### config.mk
export PLATFORM = sky130hd
export DESIGN_NAME = decode_stream
export DESIGN_NICKNAME = d
export VERILOG_FILES = /design/src/rtl/decode_stream.sv
export SDC_FILE = /design/constraint.sdc
export NUM_CORES = 1
export LEC_CHECK = 0
export ABC_AREA = 0
export CORE_UTILIZATION = 45
export DETAILED_ROUTE_END_ITERATION = 8
export GPL_TIMING_DRIVEN = 0
export PLACE_DENSITY = 0.69
export SLEW_MARGIN = 5
export SYNTH_ARGS = -nofsm -noshare
export SYNTH_HDL_FRONTEND = slang
export SYNTH_SLANG_ARGS = --single-unit
export TNS_END_PERCENT = 100
### constraint.sdc
create_clock -name clk -period 13.8 [get_ports clk]
set_input_delay 2.76 -clock clk [delete_from_list [all_inputs] [get_ports clk]]
set_output_delay 2.76 -clock clk [all_outputs]
set_load 0.01 [all_outputs]
### src/rtl/decode_stream.sv
// Bit-stream aligner feeding the LZS decode controller: keeps FIFO words
// MSB-first in a shift buffer and presents the next WIN_W unconsumed bits.
module decode_stream #(
  parameter int unsigned IN_W  = 32,
  parameter int unsigned WIN_W = 13,
  parameter int unsigned BUF_W = 64
) (
  input  logic             clk,
  input  logic             rst,
  input  logic             ce_decode,
  input  logic             all_end,
  input  logic [IN_W-1:0]  fi_data,
  input  logic             fi_empty,
  input  logic             fi_done,
  output logic             fi_rd,
  output logic [WIN_W-1:0] stream_data,
  output logic             stream_valid,
  input  logic [3:0]       stream_width,
  input  logic             stream_ack,
  output logic             err
);

  localparam int unsigned CNT_W = $clog2(BUF_W + 1);

  typedef enum logic [1:0] {
    IDLE  = 2'd0,
    RUN   = 2'd1,
    DRAIN = 2'd2
  } state_t;

  state_t           state;
  logic [BUF_W-1:0] shift_buf;
  logic [CNT_W-1:0] cnt;

  logic             ack_ok;
  logic             ack_bad;
  logic [CNT_W-1:0] w_eff;
  logic [CNT_W-1:0] cnt_left;
  logic [CNT_W-1:0] cnt_nxt;
  logic [BUF_W-1:0] buf_nxt;
  logic [BUF_W-1:0] refill;

  assign stream_data  = shift_buf[BUF_W-1 -: WIN_W];
  assign stream_valid = ((state == RUN)   && (cnt >= CNT_W'(WIN_W))) ||
                        ((state == DRAIN) && (cnt != '0));

  // all_end wins over refill, so remaining words stay in the FIFO for its owner.
  assign fi_rd = (state == RUN) && !fi_empty && !all_end && (cnt <= CNT_W'(IN_W));

  // In the drain tail a width beyond the valid count would consume padding.
  assign ack_ok  = stream_ack && stream_valid && (stream_width <= 4'(WIN_W)) &&
                   ((state != DRAIN) || (CNT_W'(stream_width) <= cnt));
  assign ack_bad = stream_ack && !ack_ok;

  assign w_eff    = ack_ok ? CNT_W'(stream_width) : '0;
  assign cnt_left = cnt - w_eff;

  // The new word lands directly behind the bits still unconsumed after this cycle.
  assign refill  = {fi_data, {(BUF_W-IN_W){1'b0}}} >> cnt_left;
  assign buf_nxt = fi_rd ? ((shift_buf << w_eff) | refill) : (shift_buf << w_eff);
  assign cnt_nxt = fi_rd ? (cnt_left + CNT_W'(IN_W)) : cnt_left;

  always_ff @(posedge clk or posedge rst) begin
    if (rst) begin
      state     <= IDLE;
      shift_buf <= '0;
      cnt       <= '0;
      err       <= 1'b0;
    end else begin
      case (state)
        IDLE: begin
          if (ce_decode) begin
            state     <= RUN;
            shift_buf <= '0;
            cnt       <= '0;
            err       <= 1'b0;
          end else if (ack_bad) begin
            err <= 1'b1;
          end
        end
        RUN, DRAIN: begin
          if (all_end) begin
            state     <= IDLE;
            shift_buf <= '0;
            cnt       <= '0;
          end else begin
            shift_buf <= buf_nxt;
            cnt       <= cnt_nxt;
            if (ack_bad) err <= 1'b1;
            if ((state == RUN) && fi_empty && fi_done && (cnt_nxt < CNT_W'(WIN_W)))
              state <= DRAIN;
            else if ((state == DRAIN) && (cnt_nxt == '0))
              state <= IDLE;
          end
        end
        default: state <= IDLE;
      endcase
    end
  end

endmodule

# ---- After elaboration in Yosys (flattened, before gate mapping)
# Index checks and enable logic that the tools add are counted.
dict set report totals {
  register_bits 74
  output_inout_bits 16
  elab_cells 64
}
dict set report op_classes {
  addsub 2
  n_lt_le_gt_ge 5
  eq_ne 6
  n_shift 2
  n_mux 18
  bitwise_logic 1
  n_reduce_logical 26
}
# op count
set op_table {}
lappend op_table {{2-to-1 mux 64 bit} 3}
lappend op_table {{one-hot mux 64 bit (2 select lines)} 1}
lappend op_table {{bitwise OR 64 bit} 1}
lappend op_table {{left shift 64 x 4 -> 64 bit} 1}
lappend op_table {{>> shifter 64 x 7 -> 64 bit} 1}
lappend op_table {{2-to-1 mux 7 bit} 3}
lappend op_table {{one-hot mux 7 bit (2 select lines)} 1}
lappend op_table {{logical AND 1 bit} 13}
lappend op_table {{2-to-1 mux 2 bit} 4}
lappend op_table {{adder 7 x 6 -> 7 bit, second input constant} 1}
lappend op_table {{greater-or-equal comparator 7 x 4 -> 1 bit, second input constant} 1}
lappend op_table {{less-or-equal comparator 4 x 7 -> 1 bit} 1}
lappend op_table {{less-or-equal comparator 7 x 6 -> 1 bit, second input constant} 1}
lappend op_table {{zero test 7 bit} 1}
lappend op_table {{less-than comparator 7 x 4 -> 1 bit, second input constant} 1}
lappend op_table {{nonzero test 7 bit} 1}
lappend op_table {{subtractor 7 x 4 -> 7 bit} 1}
lappend op_table {{inequality test 2 bit, second input constant} 3}
lappend op_table {{AND reduction 2 bit} 3}
lappend op_table {{less-or-equal comparator 4 bit, second input constant} 1}
lappend op_table {{2-to-1 mux 4 bit} 1}
lappend op_table {{inequality test 4 bit, second input constant} 1}
lappend op_table {{one-hot mux 2 bit (2 select lines)} 1}
lappend op_table {{zero test 1 bit} 3}
lappend op_table {{8 further kinds} 11}

# ---- Longest topological paths before layout
dict set report logic_depth {
  depth_word 16
  ltp_mapped 25
  depth_no_buf 18
}

# ---- Worst setup path before layout
# Ideal clock, no wire load.
dict set report synth_path {
  kind {in2reg}
  startpoint {in stream_width[0]}
  endpoint {reg shift_buf[18]}
  setup_ns 0.143
  t_arrival_ns 7.318
  required_time_ns 13.657
  slack_ns 6.339
  path_stages 23
  n_path_buf 5
  path_cell_list {clkinv_1 ha_1 nand4_1 a311oi_1 a21o_1 nand3_1 buf_4 inv_2 buf_2 buf_2 ha_1 inv_1 fa_1 clkbuf_1 clkbuf_1 mux4_2 mux2i_1 nand3_1 o31ai_1 nor2_1 or3_1 a211oi_1 o221ai_1}
}
dict set report synth_between {
  elab_chain_len 10
  word_cells_on_any_way 13
}
# element line_no
set synth_lines {}
lappend synth_lines {{from (decl)} 18} ;# input logic [3:0] stream_width,
lappend synth_lines {{less-or-equal comparator 4 x 7 -> 1 bit / less-or-equal comparator 4 bit (equally long branches)} {52, 51}}
lappend synth_lines {{logical OR 1 bit / logical AND 1 bit (equally long branches)} {52, 51}}
lappend synth_lines {{logical AND 1 bit} 51} ;# assign ack_ok = stream_ack && stream_valid && (stream_width <= 4'(WIN_W)) &&
lappend synth_lines {{2-to-1 mux 4 bit (*)} 55} ;# assign w_eff = ack_ok ? CNT_W'(stream_width) : '0;
lappend synth_lines {{subtractor 7 x 4 -> 7 bit} 56} ;# assign cnt_left = cnt - w_eff;
lappend synth_lines {{>> shifter 64 x 7 -> 64 bit} 59} ;# assign refill = {fi_data, {(BUF_W-IN_W){1'b0}}} >> cnt_left;
lappend synth_lines {{bitwise OR 64 bit} 60} ;# assign buf_nxt = fi_rd ? ((shift_buf << w_eff) | refill) : (shift_buf << w_eff);
lappend synth_lines {{2-to-1 mux 64 bit (*)} 60}
lappend synth_lines {{2-to-1 mux 64 bit (*)} 82} ;# if (all_end) begin
lappend synth_lines {{one-hot mux 64 bit (2 select lines) (*)} 70} ;# case (state)
lappend synth_lines {{to (signal assigned)} 87} ;# shift_buf <= buf_nxt;
lappend synth_lines {{to (decl)} 32} ;# logic [BUF_W-1:0] shift_buf;
# Every way passes the cells marked *; elsewhere a longest branch is shown, timed or not.
# A chain may end at the register's enable or synchronous reset.

# ---- Final worst setup path
dict set report layout_path {
  startpoint {in stream_width[0]}
  endpoint {reg shift_buf[19]}
}
# The elaborated chain is that of the path after synthesis.

==> summary.txt <==
Clock tree
  – CTS Hold Bufs: 0
  – Num CTS Buffers: 9
  – Worst-skew pair later-pin latency: roughly 0.37 ns
  – TritonCTS clock tree: yes
  – Postcts setup bufs: 0
  – Clock-pin slew on the worst setup and hold paths: 0.07 ns
  – Cts repair resizes: 0
  – Root buf cell: clkbuf_16
  – Total number of H-tree levels: 3
  – Clock sink count: 74
  – CTS Buffer Depth: 2

Setup path
  – CP Capture Type: register
  – Slowest stage cell on the critical path: clkinv_1
  – Critical path data required time: 14.05 ns
  – Worst r2r src: cnt[3]$_DFFE_PP0P_
  – Crit path from: stream_width[0]
  – Critical Path Stages: 24
  – CP Launch Type: primary input
  – Crit Path Class: in2reg
  – R2R Setup Slk: roughly 6.1 ns
  – Worst r2r dst: shift_buf[19]$_DFFE_PP0P_
  – Reg2reg path depth: 23
  – Critical Path Fanout Max: 10
  – Crit path buf inv count: 9
  – Critical Path Max Stage Delay: between 0.7 and 0.8 ns
  – CP arrival: 11.42 ns
  – Top delay family on crit path: buffers and inverters
  – Critical-path cell list: clkdlybuf4s50_1 > clkinv_1 > ha_1 > nand4_1 > a311oi_1 > a21o_1 > nand3_1 > buf_4 > inv_2 > buf_2 > buf_2 > ha_1 > inv_1 > fa_1 > clkbuf_1 > clkbuf_1 > mux4_2 > mux2i_1 > o21ai_0 > o21ai_1 > nor3_1 > a211oi_1 > o221ai_1 > a221o_1
  – Worst Setup EP: shift_buf[19]$_DFFE_PP0P_

Logic synthesis
  – Top cells by area, synth: dfrtp_1 (18%), mux2i_1 (14%), nand2_1 (5.4%)
  – Post-Syn Instances: roughly 1300
  – Post-synth EDFFs: 0
  – Distinct cells, synth: 91
  – Yosys Warn Count: 0
  – Synth top area share: roughly 18%
  – Register bit total from synthesis: 74
  – Yosys top cell by area: dfrtp_1
  – Syn Std Cell Area: ~11000 sq um
  – Main synth FF type: dfrtp_1
  – Top-count cell post-synth: nand2_1
  – Mapped Nets: 1381
  – Top cells by count, synth: nand2_1 (151), mux2i_1 (149), nor2_1 (90)
  – Syn avg cell area: slightly below 8 sq um
  – FFs w/ async S/R, synth: 100%
  – Sequential fraction of the synthesis area: roughly 18%

STA
  – Final hold vios: 0
  – Clock Skew: between 0.008 and 0.009 ns
  – Slew Limit Fails: 0
  – Slew headroom: roughly a tenth
  – Tightest Pin Transition: 1.35 ns
  – RSZ-0062 raised after global routing: false
  – Final TNS setup: 0 ns
  – Max Clock Freq: around 89 MHz
  – Final worst setup slack: ~2.6 ns
  – Final Cycle Share: roughly four fifths
  – Final Setup Violations: 0
  – Tmin final: around 11 ns

Power and ir drop
  – Sw frac: 61.6%
  – Cell-internal power: about 0.0011 W
  – Leakage power: around 4.8 nW
  – Comb pwr share: 77.5%
  – Pwr dens: roughly 240 nW/um^2
  – Psw: between 0.0015 and 0.002 W
  – Clk pwr share: under 10%
  – Seq pwr share: between 10% and 20%
  – Worst VDD drop: 0.182 mV

Floorplan
  – Ports: 59
  – Area of the core: 22800 sq um
  – # rows: 55
  – Starting Density: 46.2%
  – Die H: around 150 um
  – Chip width: approximately 150 um
  – Die area: between 20000 and 25000 sq um

Place
  – Placed Area: between 10000 and 15000 sq um
  – Dpl ws: a little over 3 ns
  – GPL Wtd Cong: ~1.1
  – Placed insts: 1699
  – IO Port Bufs: slightly below 60
  – DPL Wire Length: 47100 um

Layout
  – Diodes inserted: 0
  – Multi-input gate area: between 7000 and 8000 sq um
  – FILL cells: 2286
  – # nets final: about 1500
  – Post-route insts no fill: 1715
  – Share of cells above drive strength 1: between 10% and 20%
  – Design area: ~12000 sq um
  – Synthesis-to-finish area growth: 12.7%
  – Reg area: roughly 1900 sq um
  – Post-layout util: between 50% and 60%

Drt
  – Initial DRC count: around 2400
  – Wire per inst: about 37 um
  – Drt first pass iters: 9
  – Vias/cell: roughly 8
  – Remaining routing DRC violations: 11
  – WL final: 62800 um
  – Final ANT Viol Nets: 0
  – DR vias: ~13000

Global routing
  – Largest net degree at the start of global routing: 47
  – GRT Util Overall: between 50 and 60%
  – Vias in the first global route: between 10000 and 15000
  – First-pass GRT wire length: between 80000 and 90000 um
  – Initial antenna violation count: 4
  – Grt total ovfl: 0

Run status
  – Failing checks: DRC
  – Status: finished, violations left

Min path
  – Hold crit path type: reg2reg

Flow run
  – Max Cap Viol: 0
registers in the layout, indices dropped and copies added (netlist names):
register	cells
state	2
err	1
shift_buf	64
cnt	7
layout by cell type (no fill, tap or decap), types with 7 or more instances in the layout:
cell and count:
ha_1 11, buf_4 27, a2bb2oi_1 13, mux4_2 24, inv_1 22, nor3_1 33, nand4_1 9, clkbuf_1 48
a22o_1 12, a32oi_1 13, mux2_2 36, a31oi_1 16, a22oi_1 37, dfrtp_1 74, buf_1 7, o21ai_1 7
o22ai_1 43, clkbuf_16 9, buf_2 43, o21ai_0 76, nor2_1 90, a21o_1 17, mux2i_1 149, nand3_1 29
nand2_1 151, o221ai_1 17, buf_6 7, a221oi_1 13, a221o_1 8, o211ai_1 20, a211oi_1 29, clkdlybuf4s50_1 58
o31ai_1 16, a21oi_1 76, and2_1 12, a211o_1 7
worst reg2reg max path, stage by stage (launching register included):
cell and delay, ns:
dfrtp_1 0.46, inv_1 0.08, ha_1 0.36, nand4_1 0.11, a311oi_1 0.42, a21o_1 0.27, nand3_1 0.11, buf_4 0.23
inv_2 0.30, buf_2 0.45, buf_2 0.53, ha_1 0.28, inv_1 0.06, fa_1 0.50, clkbuf_1 0.34, clkbuf_1 0.50
mux4_2 0.40, mux2i_1 0.43, o21ai_0 0.17, o21ai_1 0.31, nor3_1 0.09, a211oi_1 0.60, o221ai_1 0.27, a221o_1 0.34
per-layer routing:
layer | GRT usage [%] | part of all wire (%) | wire, um | vias to the layer above
met4 | 43.2 | 10 | 6530 | 2
met5 | 0 | 0.019 | 12 | -
li1 | - | - | - | 5286
met1 | 60.9 | 35 | 21900 | 6312
met2 | 72.6 | 39 | 24300 | 1343
met3 | 25.4 | 16 | 10000 | 468
kinds of logic after synthesis:
family,count (synthesis),share of synthesized area [%]
muxes,210,23.4
buffers and inverters,161,7.80
DFF,74,17.6
adders and majority gates,12,1.50
and+or+nand+nor,377,16.7
xor gates and xnor gates,5,0.487
AOI/OAI and AO/OA,487,32.6
cell type report:
type                            instances  share of cell area (%)
Multi-Input combinational cell       1091                    66.3
Inverter                               29                   0.939
Tap cell                              313                    3.30
Buffer                                132                    6.00
Timing Repair Buffer                   60                    5.19
Clock inverter                          6                   0.749
Sequential cell                        74                    15.6
Clock buffer                           10                    1.93
power by group through the flow:
stage,combinational [W],clock (W),sequential (W)
after floorplan,0.00129,0,0.000311
after global placement,0.00204,0,0.000350
after detailed placement,0.00203,0,0.000350
after CTS,0.00204,0.000271,0.000346
after global routing,0.00222,0.000278,0.000356
final,0.00219,0.000277,0.000359
worst min-delay path by stage:
stage	from	endpoint	depth (start not counted)
after floorplan	shift_buf[63]$_DFFE_PP0P_	shift_buf[63]$_DFFE_PP0P_	2
after global placement	state[0]$_DFFE_PP0P_	state[0]$_DFFE_PP0P_	1
after detailed placement	state[0]$_DFFE_PP0P_	state[0]$_DFFE_PP0P_	1
after CTS	state[0]$_DFFE_PP0P_	state[0]$_DFFE_PP0P_	1
after global routing	state[0]$_DFFE_PP0P_	state[0]$_DFFE_PP0P_	1
final	state[0]$_DFFE_PP0P_	state[0]$_DFFE_PP0P_	1
per-stage QoR:
stage / hold WS, ns / power (W)
finish: 0.550 / 0.00283
global route: 0.562 / 0.00285
CTS: 0.544 / 0.00265
detailed placement: 0.530 / 0.00238
global placement: 0.504 / 0.00239
floorplan: 0.472 / 0.00160
No activity file was read; power rests on OpenSTA's default activity.
